File: src/rtl/instr_fetch_unit.sv
// IF stage: owns the PC, fetches over a req/ready handshake, and feeds the IF/ID register.
// Handles hazard stalls, EX redirects, and NOP bubbles when no valid word is available.
module instr_fetch_unit #(
  parameter logic [31:0] RESET_PC  = 32'h0000_0000,
  parameter logic [31:0] NOP_INSTR = 32'h0000_0013
) (
  input  logic        clk,
  input  logic        rst,
  input  logic        PC_WriteEN,
  input  logic        redirect,
  input  logic [31:0] redirect_target,
  output logic        imem_req,
  output logic [31:0] imem_addr,
  input  logic [31:0] imem_rdata,
  input  logic        imem_ready,
  output logic [31:0] PC,
  output logic [31:0] instruction,
  output logic [31:0] PC_next,
  output logic        fetch_valid
);

  localparam int unsigned XLEN = 32;

  typedef enum logic [1:0] {IDLE, FETCH, HOLD, DRAIN} state_t;

  state_t            r_state, w_state_nxt;
  logic [XLEN-1:0]   r_pc, w_pc_nxt;
  logic [XLEN-1:0]   r_ibuf, w_ibuf_nxt;
  logic [XLEN-1:0]   r_tgt, w_tgt_nxt;
  logic [XLEN-1:0]   w_tgt_aligned;
  logic [XLEN-1:0]   w_pc_inc;

  assign w_tgt_aligned = redirect_target & ~XLEN'(3);
  assign w_pc_inc      = r_pc + XLEN'(4);

  assign PC        = r_pc;
  assign PC_next   = w_pc_inc;
  // r_pc is untouched while draining, so it is the held in-flight address
  assign imem_addr = r_pc;

  always_ff @(posedge clk or negedge rst) begin
    if (!rst) begin
      r_state <= IDLE;
      r_pc    <= RESET_PC;
      r_ibuf  <= NOP_INSTR;
      r_tgt   <= '0;
    end else begin
      r_state <= w_state_nxt;
      r_pc    <= w_pc_nxt;
      r_ibuf  <= w_ibuf_nxt;
      r_tgt   <= w_tgt_nxt;
    end
  end

  // Next-state and handshake/output decode; redirect dominates stall in every state
  always_comb begin
    w_state_nxt = r_state;
    w_pc_nxt    = r_pc;
    w_ibuf_nxt  = r_ibuf;
    w_tgt_nxt   = r_tgt;
    imem_req    = 1'b0;
    fetch_valid = 1'b0;
    instruction = NOP_INSTR;

    unique case (r_state)
      IDLE: begin
        w_state_nxt = FETCH;
      end

      FETCH: begin
        imem_req = 1'b1;
        if (redirect) begin
          if (imem_ready) begin
            w_pc_nxt    = w_tgt_aligned;
            w_ibuf_nxt  = NOP_INSTR;
            w_state_nxt = FETCH;
          end else begin
            w_tgt_nxt   = w_tgt_aligned;
            w_state_nxt = DRAIN;
          end
        end else if (imem_ready) begin
          fetch_valid = 1'b1;
          instruction = imem_rdata;
          if (PC_WriteEN) begin
            w_pc_nxt = w_pc_inc;
          end else begin
            w_ibuf_nxt  = imem_rdata;
            w_state_nxt = HOLD;
          end
        end
      end

      HOLD: begin
        if (redirect) begin
          w_pc_nxt    = w_tgt_aligned;
          w_ibuf_nxt  = NOP_INSTR;
          w_state_nxt = FETCH;
        end else begin
          fetch_valid = 1'b1;
          instruction = r_ibuf;
          if (PC_WriteEN) begin
            w_pc_nxt    = w_pc_inc;
            w_state_nxt = FETCH;
          end
        end
      end

      DRAIN: begin
        imem_req = 1'b1;
        if (redirect) begin
          w_tgt_nxt = w_tgt_aligned;
        end
        if (imem_ready) begin
          w_pc_nxt    = redirect ? w_tgt_aligned : r_tgt;
          w_state_nxt = FETCH;
        end
      end

      default: begin
        w_state_nxt = IDLE;
      end
    endcase
  end

endmodule

File: config.mk
export PLATFORM = sky130hd
export DESIGN_NAME = instr_fetch_unit
export DESIGN_NICKNAME = d
export VERILOG_FILES = /design/src/rtl/instr_fetch_unit.sv
export SDC_FILE = /design/constraint.sdc
export NUM_CORES = 1
export LEC_CHECK = 0
export CAP_MARGIN = 40
export CORE_MARGIN = 4
export CORE_UTILIZATION = 40
export CTS_BUF_LIST = sky130_fd_sc_hd__clkbuf_2 sky130_fd_sc_hd__clkbuf_4 sky130_fd_sc_hd__clkbuf_8
export DETAILED_ROUTE_END_ITERATION = 7
export PLACE_DENSITY = 0.72
export SLEW_MARGIN = 5
export SYNTH_ARGS = -nofsm -noshare
export SYNTH_HDL_FRONTEND = slang
export SYNTH_SLANG_ARGS = --single-unit
File: constraint.sdc
create_clock -name clk -period 3.1 [get_ports clk]
set_clock_uncertainty 0.15 [all_clocks]
set_input_delay 0.62 -clock clk [delete_from_list [all_inputs] [get_ports clk]]
set_output_delay 0.62 -clock clk [all_outputs]
set_load 0.02 [all_outputs]
Yosys cells after proc, flatten, opt, wreduce, memory -nomap -nowiden
Cells that the tools add are included.
{"block": "totals", "register_bits": 98, "word_cells": 57, "output_inout_bits": 130}
{"block": "classes", "add_sub_neg": 1, "muxes": 33, "reduce_logical": 9, "eq_ne": 10}
{"op": "$mux 32", "n": 16}
{"op": "$pmux 32 s2", "n": 3}
{"op": "$pmux 32 s3", "n": 1}
{"op": "$add 32x3->32 const B", "n": 1}
{"op": "$mux 2", "n": 7}
{"op": "$ne 3x3->1 const B", "n": 3}
{"op": "$reduce_and 3->1", "n": 3}
{"op": "$ne 2x2->1 const B", "n": 4}
{"op": "$pmux 2 s4", "n": 1}
{"op": "$eq 2x2->1 const B", "n": 2}
{"op": "$mux 1", "n": 4}
{"op": "$reduce_and 4->1", "n": 1}
{"op": "$reduce_bool 2->1", "n": 2}
{"op": "$reduce_bool 3->1", "n": 1}
{"op": "$eq 2x1->1 const B", "n": 1}
{"op": "$logic_not 2->1", "n": 1}
{"op": "$pmux 1 s2", "n": 1}
{"op": "$reduce_or 2->1", "n": 1}

Logic depth before layout (Yosys ltp)
{"block": "logic_depth", "depth_word": 5, "depth_mapped": 8}

Worst setup path after synthesis
Ideal clock, no wire load.
{"block": "synth_timing", "path_type": "register to output", "start": "register r_pc[15] (netlist: PC[15])", "end": "output port PC_next[27]", "t_arrival_ns": 1.959, "path_buffers": 2, "setup_slack_ns": 0.371, "path_stages_with_launch": 8, "path_cell_list": "dfrtp_1 buf_2 and4_1 and3_1 clkbuf_1 and2_0 nand2_1 xnor2_1"}
{"block": "synth_between", "elab_chain_cells": 1}
{"item": "from (decl)", "line_no": "27", "text": "logic [XLEN-1:0] r_pc, w_pc_nxt;"}
{"item": "from (signal assigned)", "line_no": "49", "text": "r_pc <= w_pc_nxt;"}
{"item": "$add 32x3->32", "line_no": "34", "text": "assign w_pc_inc = r_pc + XLEN'(4);"}
{"item": "to (decl)", "line_no": "18", "text": "output logic [31:0] PC_next,"}
Every way passes these cells.

Worst setup path after layout
{"block": "layout_timing", "start": "input port imem_ready", "end": "output port instruction[1]"}
{"block": "layout_between", "elab_chain_cells": 3}
{"item": "from (decl)", "line_no": "15", "text": "input logic imem_ready,"}
{"item": "$mux 32", "line_no": "81", "text": "end else if (imem_ready) begin"}
{"item": "$mux 32", "line_no": "72", "text": "if (redirect) begin"}
{"item": "$pmux 32 s2", "line_no": "65", "text": "unique case (r_state)"}
{"item": "to (decl)", "line_no": "17", "text": "output logic [31:0] instruction,"}
Every way passes these cells.

==> metrics.yaml <==
drc_errors: 0
slowest_stage: "clkdlybuf4s50_1"
overflow: 0
fillers: 1243
r2r-start: "r_state[1]"
fin_util_pct: 57.8
leakagePower_nw: 3.53
r2r-end: "PC[21]"
place_congestion: 0.881
antenna_cells: 0
wl_um: 17600
core_area_um2: 14000
initial_core_util_pct: 41.3
ant_nets: 0
synth_nets: 669
cap_violations: 0
cts_made_buffers: 9
mostFrequentLayoutCells: "clkdlybuf4s50_1, dfrtp_1, buf_4"
end_kind: "output pin"
worstSetupPathType: "input pin to output pin"
final_common_cell: "clkdlybuf4s50_1"
final.min_clock_period_ns: 3.00
clkSinkCount: 98
critPathMaxStageDelay_ns: 0.58
crit_required_ns: 2.33
crit_chain: "clkdlybuf4s50_1, nand2_1, buf_4, o21ai_0, nand3_1, clkdlybuf4s50_1"
critical_path_arrival_ns: 2.23
intPower_mw: 4.38
ys_ff_latch: 98
status: "finished, final reports clean"
setup_viol: 0
synth_seq_area_share_pct: 42.4
drtIter0Drc: 441
rsz0062_at_grt: "false"
ff2ff_setup_slack_ns: 0.59
synth_cell_types: 55
post-route-period-util_pct: 96.9
reg2regPathDepth: 6
maxSlewViolCount: 0
p_comb_share_pct: 61.6
rows: 43
gr-usage-all-layers_pct: 21.6
grt_pass1_vias: 5534
seqPwrFrac_pct: 28.5
relSlewSlack_pct: 56.8
design_area_um2: 8110
clk_pin_slew_ns: 0.09
syn_to_final_growth_pct: 40.0
fp.dieArea_um2: 16500
avgSynthCellArea_um2: 9.74
cpMostUsedCell: "clkdlybuf4s50_1"
switching_share_pct: 43.5
pwr-share-clk_pct: 9.9
syn_inst: 595
viasPerCell: 5.62
chipWidth_um: 128
worstMarginPinSlew_ns: 0.647
clock_latency_ns: 0.38
fin_nets: 856
ir_worst_vdd_mv: 0.345
cts_root_buffer: "clkbuf_8"
finalHoldViolCount: 0
cts_htree_levels: 3
top_level_ports: 199
synth_edf_count: 0
p_switching_mw: 3.37
ys.warnings.count: 0
cp_top_family: "buffers and inverters"
fmax_mhz: 333
vias: 5420
regArea_um2: 2460
antenna_found_initial: 0
multi_input_area_um2: 2870
cp_max_fo: 4
port-buffer-count: 196
synthArstFlopShare_pct: 100
dpl-instance-area_um2: 8030
syn-cell-area_um2: 5790
wl_per_cell_um: 18.2
fp.dieH_um: 128
grt_max_degree: 53
ys.flop_type: "dfrtp_1"
drive_above_1_share_pct: 16.7
dp_hpwl_um: 12900
startpoint_type: "input pin"
powerDensity_nw_per_um2: 955
cts_tree: "built"
max-clock-path-buffers: 2
grt_pass1_wl_um: 28400
drtPass1Iterations: 5
hold_path.class: "input pin to async pin"
critPathBufInv: 3
-- what timing repair did --
item | 4_1_cts | 5_1_grt
setup buffers | 0 | 1
endpoints found under the setup margin | 52 | 17
pin swaps | 0 | 2
gates resized for setup | 52 | 32
hold buffers | 0 | 0
-- state kept, by name, summed over array words and instances (netlist names) --
signal   flops
PC          32
r_ibuf      32
r_tgt       32
r_state      2
-- logic make-up after synthesis --
logic type      Yosys count  share of synthesized area (%)
mux                      36                           6.87
compound gates          186                           23.0
xor+xnor                 28                           4.23
buf+inv                  94                           8.42
fa+ha+maj                 5                           1.08
simple gates            148                           14.1
flops                    98                           42.4
-- metal layers --
metal	wire, um	track usage, %
met3	1270	4.48
met5	0	0
met1	7350	27.1
met2	8620	36.9
met4	332	7.49
-- synthesized netlist by cell type (all sizes together) (2+ instances only) --
cell | number | share of area, %
a41oi | 2 | 0.30
inv | 16 | 1.0
xor2 | 10 | 1.5
and2 | 11 | 1.2
or4 | 3 | 0.39
ha | 5 | 1.1
nand3 | 20 | 1.9
dfrtp | 95 | 41
dfstp | 3 | 1.4
clkbuf | 34 | 2.2
o21ai | 31 | 2.7
a311o | 2 | 0.35
and3 | 6 | 0.65
mux2 | 30 | 5.8
a22o | 34 | 5.1
a221oi | 4 | 0.60
nand2 | 28 | 1.9
o31a | 6 | 0.91
nor4 | 8 | 1.1
nor2b | 32 | 3.5
o21a | 3 | 0.39
o22ai | 10 | 1.1
mux2i | 6 | 1.0
o2bb2ai | 5 | 0.76
nor3 | 4 | 0.35
xnor2 | 18 | 2.7
nand4 | 9 | 1.1
a21oi | 24 | 2.1
a222oi | 3 | 0.52
o22a | 3 | 0.45
a31oi | 3 | 0.32
buf | 44 | 5.2
nor2 | 24 | 1.6
a22oi | 48 | 6.2
-- per-stage QoR --
| stage | setup TNS, ns | setup WS [ns] | cells | power (mW) | hold slack (ns) |
|---|---|---|---|---|---|
| after floorplan | 0 | 0.371 | 595 | 5.09 | 0.174 |
| after global placement | -1.68 | -0.0786 | 950 | 7.05 | 0.313 |
| after detailed placement | -2.36 | -0.136 | 950 | 7.17 | 0.329 |
| after CTS | 0 | 0.00416 | 964 | 7.80 | 0.121 |
| after global routing | 0 | 0.000518 | 965 | 8.25 | 0.143 |
| final | 0 | 0.0958 | 965 | 7.74 | 0.107 |
-- power groups by stage --
| stage | clock, mW | combinational [mW] | sequential (mW) |
|---|---|---|---|
| after global routing | 0.835 | 5.14 | 2.27 |
| final | 0.763 | 4.77 | 2.21 |
| after global placement | 0 | 4.86 | 2.18 |
| after floorplan | 0 | 2.58 | 2.51 |
| after detailed placement | 0 | 4.96 | 2.22 |
| after CTS | 0.783 | 4.82 | 2.20 |
-- cell type report --
class | instances | area share (%)
Tap cell | 180 | 2.78
Clock buffer | 14 | 2.07
Inverter | 16 | 0.740
Multi-Input combinational cell | 403 | 35.4
Sequential cell | 98 | 30.3
Timing Repair Buffer | 254 | 28.8
-- how the worst max path moves through the flow --
stage / startpoint / end / slack [ns] / cells past startpoint
floorplan: PC[15] / PC_next[27] / 0.37 / 7
global placement: imem_ready / instruction[17] / -0.08 / 7
detailed placement: imem_ready / instruction[14] / -0.14 / 7
CTS: PC[2] / PC_next[27] / 0.004 / 7
global route: PC[2] / PC_next[19] / 0.0005 / 6
finish: imem_ready / instruction[1] / 0.1 / 6
(Power assumes the default switching activity.)
